**src/rtl/led_scanout_ctrl.sv**
```systemverilog
`timescale 1ns/1ps
`default_nettype none
// ============================================================================
// led_scanout_ctrl : walks the framebuffer top-down and shifts it into the LED drivers
// Revision 1.0
// ============================================================================
module led_scanout_ctrl #(
  parameter int c_ledboards = 30,
  parameter int c_channels  = c_ledboards * 32,
  parameter int c_addr_w    = $clog2(c_channels),
  parameter int c_bpc       = 12,
  parameter int c_clkdiv    = 1
) (
  input  logic                i_clk,
  input  logic                i_rst_n,
  input  logic                i_start,
  output logic [c_addr_w-1:0] o_raddr,
  input  logic [c_bpc-1:0]    i_rdata,
  output logic                o_sclk,
  output logic                o_sdata,
  output logic                o_latch,
  output logic                o_blank,
  output logic                o_busy,
  output logic                o_done
);

  localparam int c_bit_w = $clog2(c_bpc + 1);
  localparam int c_ph_w  = $clog2(c_clkdiv + 1);
  localparam logic [c_bit_w-1:0]  c_bit_last = c_bit_w'(c_bpc - 1);
  localparam logic [c_ph_w-1:0]   c_ph_last  = c_ph_w'(c_clkdiv - 1);
  localparam logic [c_addr_w-1:0] c_addr_top = c_addr_w'(c_channels - 1);

  typedef enum logic [2:0] {
    ST_IDLE,
    ST_FETCH,
    ST_LOAD,
    ST_SHIFT,
    ST_LATCH,
    ST_DONE
  } state_t;

  state_t              state, state_nxt;
  logic                pending, pending_nxt;
  logic [c_bpc-1:0]    shreg, shreg_nxt;
  logic [c_bit_w-1:0]  bit_cnt, bit_cnt_nxt;
  logic [c_ph_w-1:0]   ph_cnt, ph_cnt_nxt;
  logic [c_addr_w-1:0] raddr_nxt;
  logic                sclk_nxt, latch_nxt, blank_nxt, busy_nxt, done_nxt;

  // The serial data pin is the shift register MSB, so it moves only on load or shift.
  assign o_sdata = shreg[c_bpc-1];

  always_ff @(posedge i_clk or negedge i_rst_n) begin
    if (!i_rst_n) begin
      state <= ST_IDLE;
    end else begin
      state <= state_nxt;
    end
  end

  always_comb begin
    state_nxt   = state;
    pending_nxt = pending;
    shreg_nxt   = shreg;
    bit_cnt_nxt = bit_cnt;
    ph_cnt_nxt  = ph_cnt;
    raddr_nxt   = o_raddr;
    sclk_nxt    = o_sclk;
    latch_nxt   = o_latch;
    blank_nxt   = o_blank;
    busy_nxt    = o_busy;
    done_nxt    = 1'b0;

    if (i_start && o_busy) begin
      pending_nxt = 1'b1;
    end

    case (state)
      ST_IDLE: begin
        if (i_start || pending) begin
          pending_nxt = 1'b0;
          raddr_nxt   = c_addr_top;
          busy_nxt    = 1'b1;
          state_nxt   = ST_FETCH;
        end
      end
      ST_FETCH: begin
        state_nxt = ST_LOAD;
      end
      ST_LOAD: begin
        shreg_nxt   = i_rdata;
        bit_cnt_nxt = '0;
        ph_cnt_nxt  = '0;
        sclk_nxt    = 1'b0;
        state_nxt   = ST_SHIFT;
      end
      ST_SHIFT: begin
        if (ph_cnt != c_ph_last) begin
          ph_cnt_nxt = ph_cnt + 1'b1;
        end else begin
          ph_cnt_nxt = '0;
          if (!o_sclk) begin
            sclk_nxt = 1'b1;
          end else begin
            // End of the high phase: the driver has sampled, present the next bit.
            sclk_nxt    = 1'b0;
            shreg_nxt   = {shreg[c_bpc-2:0], 1'b0};
            bit_cnt_nxt = bit_cnt + 1'b1;
            if (bit_cnt == c_bit_last) begin
              if (o_raddr == '0) begin
                latch_nxt = 1'b1;
                blank_nxt = 1'b1;
                state_nxt = ST_LATCH;
              end else begin
                raddr_nxt = o_raddr - 1'b1;
                state_nxt = ST_FETCH;
              end
            end
          end
        end
      end
      ST_LATCH: begin
        if (ph_cnt != c_ph_last) begin
          ph_cnt_nxt = ph_cnt + 1'b1;
        end else begin
          ph_cnt_nxt = '0;
          latch_nxt  = 1'b0;
          blank_nxt  = 1'b0;
          done_nxt   = 1'b1;
          state_nxt  = ST_DONE;
        end
      end
      ST_DONE: begin
        busy_nxt  = 1'b0;
        state_nxt = ST_IDLE;
      end
      default: begin
        state_nxt = ST_IDLE;
      end
    endcase
  end

  always_ff @(posedge i_clk or negedge i_rst_n) begin
    if (!i_rst_n) begin
      pending <= 1'b0;
      shreg   <= '0;
      bit_cnt <= '0;
      ph_cnt  <= '0;
      o_raddr <= '0;
      o_sclk  <= 1'b0;
      o_latch <= 1'b0;
      o_blank <= 1'b0;
      o_busy  <= 1'b0;
      o_done  <= 1'b0;
    end else begin
      pending <= pending_nxt;
      shreg   <= shreg_nxt;
      bit_cnt <= bit_cnt_nxt;
      ph_cnt  <= ph_cnt_nxt;
      o_raddr <= raddr_nxt;
      o_sclk  <= sclk_nxt;
      o_latch <= latch_nxt;
      o_blank <= blank_nxt;
      o_busy  <= busy_nxt;
      o_done  <= done_nxt;
    end
  end

endmodule
`default_nettype wire

```
**config.mk**
```make
export PLATFORM = sky130hd
export DESIGN_NAME = led_scanout_ctrl
export DESIGN_NICKNAME = d
export VERILOG_FILES = /design/src/rtl/led_scanout_ctrl.sv
export SDC_FILE = /design/constraint.sdc
export NUM_CORES = 1
export LEC_CHECK = 0
export ABC_AREA = 1
export BUFFER_PORTS_ARGS = -buffer_cell sky130_fd_sc_hd__buf_2
export CORE_MARGIN = 5
export CORE_UTILIZATION = 44
export CTS_CLUSTER_SIZE = 14
export DETAILED_ROUTE_END_ITERATION = 16
export PLACE_DENSITY = 0.64
export SETUP_SLACK_MARGIN = 0.4
export SLEW_MARGIN = 30
export SYNTH_ARGS = -nofsm -noshare
export SYNTH_HDL_FRONTEND = slang
export SYNTH_SLANG_ARGS = --single-unit
export TNS_END_PERCENT = 20
```
**constraint.sdc**
```tcl
create_clock -name i_clk -period 1.5 [get_ports i_clk]
set_input_delay 0.225 -clock i_clk [delete_from_list [all_inputs] [get_ports i_clk]]
set_output_delay 0.225 -clock i_clk [all_outputs]
set_load 0.005 [all_outputs]
```
After elaboration in Yosys (flattened, before gate mapping)
Index checks and enable logic that the tools add are counted.
{"block": "totals", "reg_bits": 35, "mem_bits_ro": 0, "word_cells": 79, "output_inout_bits": 16, "latch_bits": 0, "mem_count": 0, "mem_bits_rw": 0}
{"block": "classes", "bitwise": 0, "multipliers": 0, "n_reduce_logical": 16, "div_mod_pow": 0, "shift": 0, "muxes": 37, "add_sub_neg": 3, "n_eq_ne": 13, "order_cmp": 0}
{"op": "10-bit 2-to-1 mux", "n": 5}
{"op": "12-bit 2-to-1 mux", "n": 2}
{"op": "12-bit one-hot mux with 2 select lines", "n": 1}
{"op": "10-bit one-hot mux with 2 select lines", "n": 1}
{"op": "3-bit 2-to-1 mux", "n": 6}
{"op": "3-bit one-hot mux with 5 select lines", "n": 1}
{"op": "1-bit 2-to-1 mux", "n": 14}
{"op": "2-bit != test (second input constant)", "n": 7}
{"op": "6-bit AND reduction", "n": 2}
{"op": "10-bit logical NOT", "n": 1}
{"op": "2-bit nonzero test", "n": 5}
{"op": "10-bit by 1-bit subtractor with 10-bit output (second input constant)", "n": 1}
{"op": "4-bit 2-to-1 mux", "n": 2}
{"op": "1-bit one-hot mux with 2 select lines", "n": 4}
{"op": "4-bit one-hot mux with 2 select lines", "n": 1}
{"op": "3-bit by 2-bit equality test with 1-bit output (second input constant)", "n": 2}
{"op": "3-bit equality test (second input constant)", "n": 2}
{"op": "5-bit AND reduction", "n": 1}
{"op": "4-bit by 1-bit adder with 4-bit output (second input constant)", "n": 1}
{"op": "4-bit equality test (second input constant)", "n": 1}
{"op": "2-bit AND reduction", "n": 2}
{"op": "3-bit by 1-bit equality test with 1-bit output (second input constant)", "n": 1}
{"op": "3-bit logical NOT", "n": 1}
{"op": "3-bit AND reduction", "n": 1}
{"op": "4 further kinds", "n": 4}

Logic depth before layout (Yosys ltp)
Gate-level depths: netlist of the first run.
{"block": "logic_depth", "depth_word": 6, "ltp_mapped": 10}

Least setup slack after synthesis of the first run
Ideal clock, no wire load.
{"block": "synth_path", "path_type": "register to register", "start": "register o_raddr[0]", "end": "register o_raddr[9]", "setup_slack_ns": 0.055, "arrival_ns": 1.328, "stages_incl_launch_ff": 10, "synth_period_minus_slack_ns": 1.445, "n_path_buf": 0, "setup_time_ns": 0.116, "path_cell_list": "dfrtp_1 inv_1 ha_1 nand2_1 nor2_1 nand3_1 nor2_1 nor2_4 nand2_1 nand2_1"}
{"block": "synth_via", "elab_chain_cells": 6, "word_cells_on_any_way": 9}
{"element": "start: declaration", "line": "17", "source": "output logic [c_addr_w-1:0] o_raddr,"}
{"element": "start signal: assignment", "line": "160", "source": "o_raddr <= raddr_nxt;"}
{"element": "10-bit by 1-bit subtractor with 10-bit output", "line": "115", "source": "raddr_nxt = o_raddr - 1'b1;"}
{"element": "10-bit 2-to-1 mux", "line": "110", "source": "if (o_raddr == '0) begin"}
{"element": "10-bit 2-to-1 mux", "line": "109", "source": "if (bit_cnt == c_bit_last) begin"}
{"element": "10-bit 2-to-1 mux", "line": "102", "source": "if (!o_sclk) begin"}
{"element": "10-bit 2-to-1 mux", "line": "98", "source": "if (ph_cnt != c_ph_last) begin"}
{"element": "10-bit one-hot mux with 2 select lines", "line": "78", "source": "case (state)"}
Parallel ways exist; a longest one is shown, timed or not. The select of a mux whose other input is x is not followed.
A chain may end at the register's enable or synchronous reset.

Worst setup path after layout of the first run
{"block": "layout_path", "start": "register o_raddr[0]", "end": "register o_raddr[5]"}
Same word-level chain as after synthesis.

==> results by group, run 1 <==
Logic synthesis
  – Synth Warn #: 0
  – Mapped Area: 0.00177 sq mm
  – Synth Area per Inst: 7.49 sq um
  – Yosys cell types: 23
  – Mapped Cells: 237
  – Sequential area share after synthesis: 0.480
  – Post-synthesis net count: 254
  – Flops & latches, synth: 34

STA
  – Final setup fails: 0
  – Period utilisation layout: 0.954
  – Worst relative slew slack: 0.703
  – Fin. max-slew vios: 0
  – Post-route minimum period: 1430 ps
  – Clock Skew: 3.07 ps
  – Slew @ Worst Pin: 445 ps
  – Final hold violation count: 0
  – RSZ-0062 raised after global routing: true
  – FMAX: 0.698 GHz
  – Sum of negative setup slack: 0 ps

Route
  – Initial drt markers: 67
  – Remaining antenna violation count: 0
  – Final Routed Wirelength: 4450 um
  – Vias per cell: 4.95
  – Vias: 1736
  – Drt first pass iters: 4
  – # DRC: 0
  – WL per Instance: 12.7 um

Cells and area
  – Utilization after layout: 0.621
  – Multi-input gate area in the final layout: 950 sq um
  – Commonest non-fill, non-tap cell in the layout: nand2_1
  – ANT cells: 0
  – Register area: 853 sq um
  – Post-layout nets: 317
  – Share of layout cells above drive strength 1: 0.349
  – Most frequent cells in the layout: nand2_1 (66), dfrtp_1 (32), buf_2 (30)
  – Fin cells: 351
  – Fillcell total: 369
  – Synth-to-layout area growth: 37.9%

Min path
  – HP Class: input pin to flop
  – Hold Crit Endpoint: shreg[0]
  – WHS Path Cells: 2
  – HP Start: i_rdata[0]

Global route
  – Largest net degree at the start of global routing: 35
  – Number of global-route vias before repair: 1541
  – GRT Util Overall: 0.163
  – First-pass GRT wire length: 6780 um
  – Overflow after GRT: 0
  – Initial antenna violation count: 0

Critical path
  – R2R Path End: o_raddr[5]
  – CP endpoint kind: flop
  – Crit path kind: flop to flop
  – Worst R2R Start: o_raddr[0]
  – Startpoint types: flop
  – Arrival @ worst endpoint: 1610 ps
  – Worst R2R Path Depth: 9
  – Crit-path max FO: 5
  – R2R setup slack: 70 ps
  – CP required: 1680 ps

Clocking
  – Root buf cell: clkbuf_8
  – CTS max path bufs: 2
  – Clock sink count: 34
  – Clk pin slew, worst setup/hold paths: 70 ps
  – CTS Buf Count: 5
  – CTS tree: yes
  – Skew-Pair Late Insertion Delay: 280 ps
  – H-tree depth: 2

Power
  – Power Density: 701 mW/mm^2
  – Pleak: 0.00121 uW
  – Worst IR drop on VDD: 651 uV

Outcome
  – Status: finished, final reports clean

Floorplan
  – Die width: 73.5 um
  – Initial Util: 0.450
  – Die area: 0.00540 sq mm
  – Row count: 23
  – Ports: 31
  – Die Height: 73.5 um
  – Core Area: 0.00394 sq mm

Placement
  – # placed instances: 323
  – Placer Congestion: 0.809
  – Port Buffer Count: 30
  – DPL Wire Length: 2720 um

Run
  – Max-Cap Viols: 0
## logic make-up (layout without fill, tap and decap cells)
kind of cell	Yosys count	in the layout	synth area share
AND/OR/NAND/NOR	138	140	0.336
XOR/XNOR	2	2	0.00987
adder cells (fa/ha/maj)	2	2	0.0141
buffers and inverters	29	91	0.0684
flip-flops	34	34	0.480
AO/OA/AOI/OAI	32	32	0.0924
## worst max-delay path by stage
stage | start | endpoint | slack, ps | depth (start not counted)
after floorplan | o_raddr[0] | o_raddr[7] | 200 | 9
after global placement | o_raddr[0] | o_raddr[7] | 10 | 8
after detailed placement | o_raddr[0] | o_raddr[5] | 3 | 8
after CTS | bit_cnt[0] | o_raddr[5] | 140 | 8
after global routing | o_raddr[3] | o_raddr[2] | 10 | 7
final | o_raddr[0] | o_raddr[5] | 70 | 9
## cells in the mapped netlist, drive strengths merged
master | instances | area [sq um]
o21ai | 6 | 30.0
a22o | 1 | 8.76
a21oi | 25 | 125
nand3 | 20 | 105
xnor2 | 1 | 8.76
buf | 6 | 32.5
nor2 | 36 | 159
nand4 | 2 | 12.5
or2 | 2 | 12.5
xor2 | 1 | 8.76
dfrtp | 34 | 851
ha | 2 | 25.0
nand3b | 1 | 7.51
inv | 23 | 88.8
nand2 | 77 | 299
## routing by layer
layer	vias to the layer above	share of wire	global-route usage
li1	878	-	-
met1	814	0.45	0.218
met2	39	0.50	0.253
met3	5	0.041	0.0369
met4	0	0.014	0.0664
met5	-	0	0
## state kept, by name, summed over array words and instances (netlist names)
register,cells
o_blank,1
pending,1
bit_cnt,4
o_raddr,10
state,3
o_busy,1
o_done,1
o_sclk,1
shreg,12
## critical path, cell delays in order, from the launching register on
cell and delay, ps:
dfrtp_1 400, inv_2 90, ha_4 170, nand2_4 60
nor2_4 130, nand3_4 90, nor2_4 180, nor2_4 70
nand2_1 70, nand2_1 50
## metrics by stage
step                setup WS (ps)  instance area [sq um]  total power [uW]  hold slack [ps]
global route                 12.7                   2450              1790              166
finish                       68.3                   2450              1710              163
floorplan                     199                   1810               963            -70.6
detailed placement           2.92                   2090              1010              284
global placement             12.6                   2090              1010              282
CTS                           138                   2320              1740              161
## where the power goes
group	internal (uW)	leakage, uW	switching, uW
clock network	369	0.0000472	349
registers	924	0.000387	4.85
logic	29.5	0.000779	38.3
## cell type report
type                    instances  share of cell area
clock buffers                   6              0.0337
clock inverters                 2             0.00511
inverters                      23              0.0363
multi-input cells             176               0.388
flip-flops and latches         34               0.349
well taps                      50              0.0256
repair buffers                 60               0.163
## what timing repair did
action	4_1_cts	5_1_grt
pin swaps	12	15
endpoints found under the hold margin	34	0
cloned	1	1
setup endpoints to repair	35	42
resized for setup	15	14
buffers inserted	7	10
hold buffers	1	0
Power figures use the tool's default switching activity.
==> inputs of run 2 (changes only) <==
--- a/config.mk
+++ b/config.mk
@@ -6,12 +6,11 @@
 export NUM_CORES = 1
 export LEC_CHECK = 0
 export ABC_AREA = 1
-export BUFFER_PORTS_ARGS = -buffer_cell sky130_fd_sc_hd__buf_2
 export CORE_MARGIN = 5
 export CORE_UTILIZATION = 44
-export CTS_CLUSTER_SIZE = 14
 export DETAILED_ROUTE_END_ITERATION = 16
-export PLACE_DENSITY = 0.64
+export DONT_BUFFER_PORTS = 1
+export PLACE_DENSITY = 0.57
 export SETUP_SLACK_MARGIN = 0.4
 export SLEW_MARGIN = 30
 export SYNTH_ARGS = -nofsm -noshare
==> run 2 against run 1 <==
Clock power grew 21%. Register-to-register slack gained 50 ps. Sequential share of layout area up 2.2 points. Combinational power is 24% lower. Routed wire length is 2.5% lower. Global-route usage is 1.4 points higher. Highest routed layer unchanged. Power increased by 8.0%. Sequential power barely moved.
==> results by group, run 2 (synthesized netlist as in run 1, its figures left out) <==
Cells and area
  – Most frequent cells in the layout: nand2_1 (68), dfrtp_1 (31), nor2_1 (28), buf_4 (28), a21oi_1 (24)
  – Synth-to-layout area growth: 30.1%
  – Largest regs: shreg: 12 flops, o_raddr: 10 flops, bit_cnt: 4 flops
  – Max reg flops: 12 (unchanged)
  – Post-route cell area: 0.00231 sq mm (-5.7%)
  – Fillcell total: 363 (-1.6%)
  – Post-layout nets: 288 (-9.1%)
  – ANT cells: 0 (unchanged)
  – Reg with most FFs: shreg
  – Commonest non-fill, non-tap cell in the layout: nand2_1
  – Fin cells: 321 (-8.5%)
  – Share of layout cells above drive strength 1: 0.266 (-0.0832)

Power
  – Power Density: 802 mW/mm^2 (+14%)
  – Worst IR drop on VDD: 427 uV (-34%)
  – Pleak: 0.00112 uW (-7.4%)

Placement
  – Port Buffer Count: 0 (-100%)
  – DPL Wire Length: 2880 um (+5.8%)
  – Placed instance area: 0.00198 sq mm (-5.6%)
  – Placer Congestion: 0.779 (-3.8%)
  – # placed instances: 299 (-7.4%)

Route
  – Remaining antenna violation count: 0 (unchanged)
  – Drt first pass iters: 4 (unchanged)
  – Initial drt markers: 71 (+6.0%)
  – Vias per cell: 4.98 (+0.78%)
  – Vias: 1600 (-7.8%)
  – Final Routed Wirelength: 4340 um (-2.5%)
  – # DRC: 0 (unchanged)
  – WL per Instance: 13.5 um (+6.6%)

Floorplan
  – Die area: 0.00540 sq mm (unchanged)
  – Core Area: 0.00394 sq mm (unchanged)
  – Initial Util: 0.450 (unchanged)
  – Ports: 31 (unchanged)
  – Row count: 23 (unchanged)
  – Die Height: 73.5 um (unchanged)
  – Die width: 73.5 um (unchanged)

STA
  – Slew @ Worst Pin: 345 ps (-99.6 ps)
  – RSZ-0062 raised after global routing: true
  – Worst relative slew slack: 0.769 (+0.0655)
  – Clock Skew: 6.02 ps (+2.95 ps)
  – Final setup fails: 0 (unchanged)
  – Period utilisation layout: 0.922 (-0.0324)
  – FMAX: 0.723 GHz (+3.5%)
  – Final hold violation count: 0 (unchanged)
  – Hold Slack: 66.5 ps (-96.2 ps)
  – Fin. max-slew vios: 0 (unchanged)
  – Post-route minimum period: 1380 ps (-48.6 ps)
  – Sum of negative setup slack: 0 ps (unchanged)

Critical path
  – Worst R2R Path Depth: 9 (unchanged)
  – Crit path kind: flop to flop
  – Crit-path max FO: 5 (unchanged)
  – Arrival @ worst endpoint: 1560 ps (-50 ps)
  – Startpoint types: flop
  – CP required: 1680 ps (about the same)
  – CP endpoint kind: flop

Min path
  – WHS Path Cells: 1 (-1)
  – HP Class: input pin to flop

Global route
  – GRT Util Overall: 0.176 (+0.0137)
  – Largest net degree at the start of global routing: 35 (unchanged)
  – Number of global-route vias before repair: 1522 (-1.2%)
  – Overflow after GRT: 0 (unchanged)
  – First-pass GRT wire length: 7220 um (+6.4%)
  – Initial antenna violation count: 0 (unchanged)

Clocking
  – Clock sink count: 34 (unchanged)
  – CTS tree: yes
  – Root buf cell: clkbuf_8
  – Clk pin slew, worst setup/hold paths: 70 ps (about the same)
  – CTS max path bufs: 2 (unchanged)
  – H-tree depth: 2 (unchanged)
  – CTS Buf Count: 5 (unchanged)
  – Skew-Pair Late Insertion Delay: 290 ps (about the same)

Outcome
  – Status: finished, final reports clean

Run
  – Max-Cap Viols: 0 (unchanged)
## run 2: path summary, 6_finish.rpt
check / slack (ps) / start / end
setup reg to reg: 120 / o_raddr[0] / o_raddr[3]
max in group asynchronous: 900 / i_rst_n / state[0]
hold / removal: 70 / i_rdata[0] / shreg[0]
hold reg to reg: 510 / pending / pending
setup / recovery: 120 / o_raddr[0] / o_raddr[3]
min in group asynchronous: 400 / i_rst_n / o_raddr[6]
## run 2: timing repair
item | in CTS | in global routing
gates cloned | 1 | 1
pin swaps | 6 | 9
hold buffers | 2 | 0
endpoints found under the hold margin | 34 | 0
gates resized for setup | 12 | 14
setup buffers | 6 | 5
endpoints found under the setup margin | 30 | 32
## run 2: metrics by stage
step           utilization  power [uW]  setup WS [ps]
2_1_floorplan            -         963            199
3_3_place_gp         0.501         970           37.8
3_5_place_dp         0.501         970           34.2
4_1_cts              0.560        1870            118
5_1_grt              0.586        1910           14.3
6_report             0.586        1850            117
## run 2: layout make-up
cell class	count	area, sq um	area share
multi-input combinational	176	938	0.407
inverter	23	88.8	0.0385
sequential	34	855	0.370
timing repair buffer	31	251	0.109
clock inverter	1	30.0	0.0130
tap	50	62.6	0.0271
clock buffer	6	82.6	0.0358
## run 2: power breakdown
part           leakage (uW)  switching (uW)  internal, uW  total (uW)
combinational      0.000678            33.3          18.5        51.8
sequential         0.000388            5.05           924         929
clock             0.0000573             339           532         871
## run 2: routing by layer
| metal | global-route usage | part of all wire | vias up |
|---|---|---|---|
| li1 | - | - | 819 |
| met1 | 0.248 | 0.48 | 742 |
| met2 | 0.262 | 0.46 | 33 |
| met3 | 0.0424 | 0.051 | 6 |
| met4 | 0.0664 | 0.014 | 0 |
| met5 | 0 | 0 | - |
## run 2: worst max-delay path: stages, from the launching register on
cell and delay [ps]:
dfrtp_1 390, inv_2 90, ha_4 170, nand2_4 50
nor2_4 130, nand3_4 100, nor2_4 160, nor2_4 70
nand2_1 60, nand2_1 50
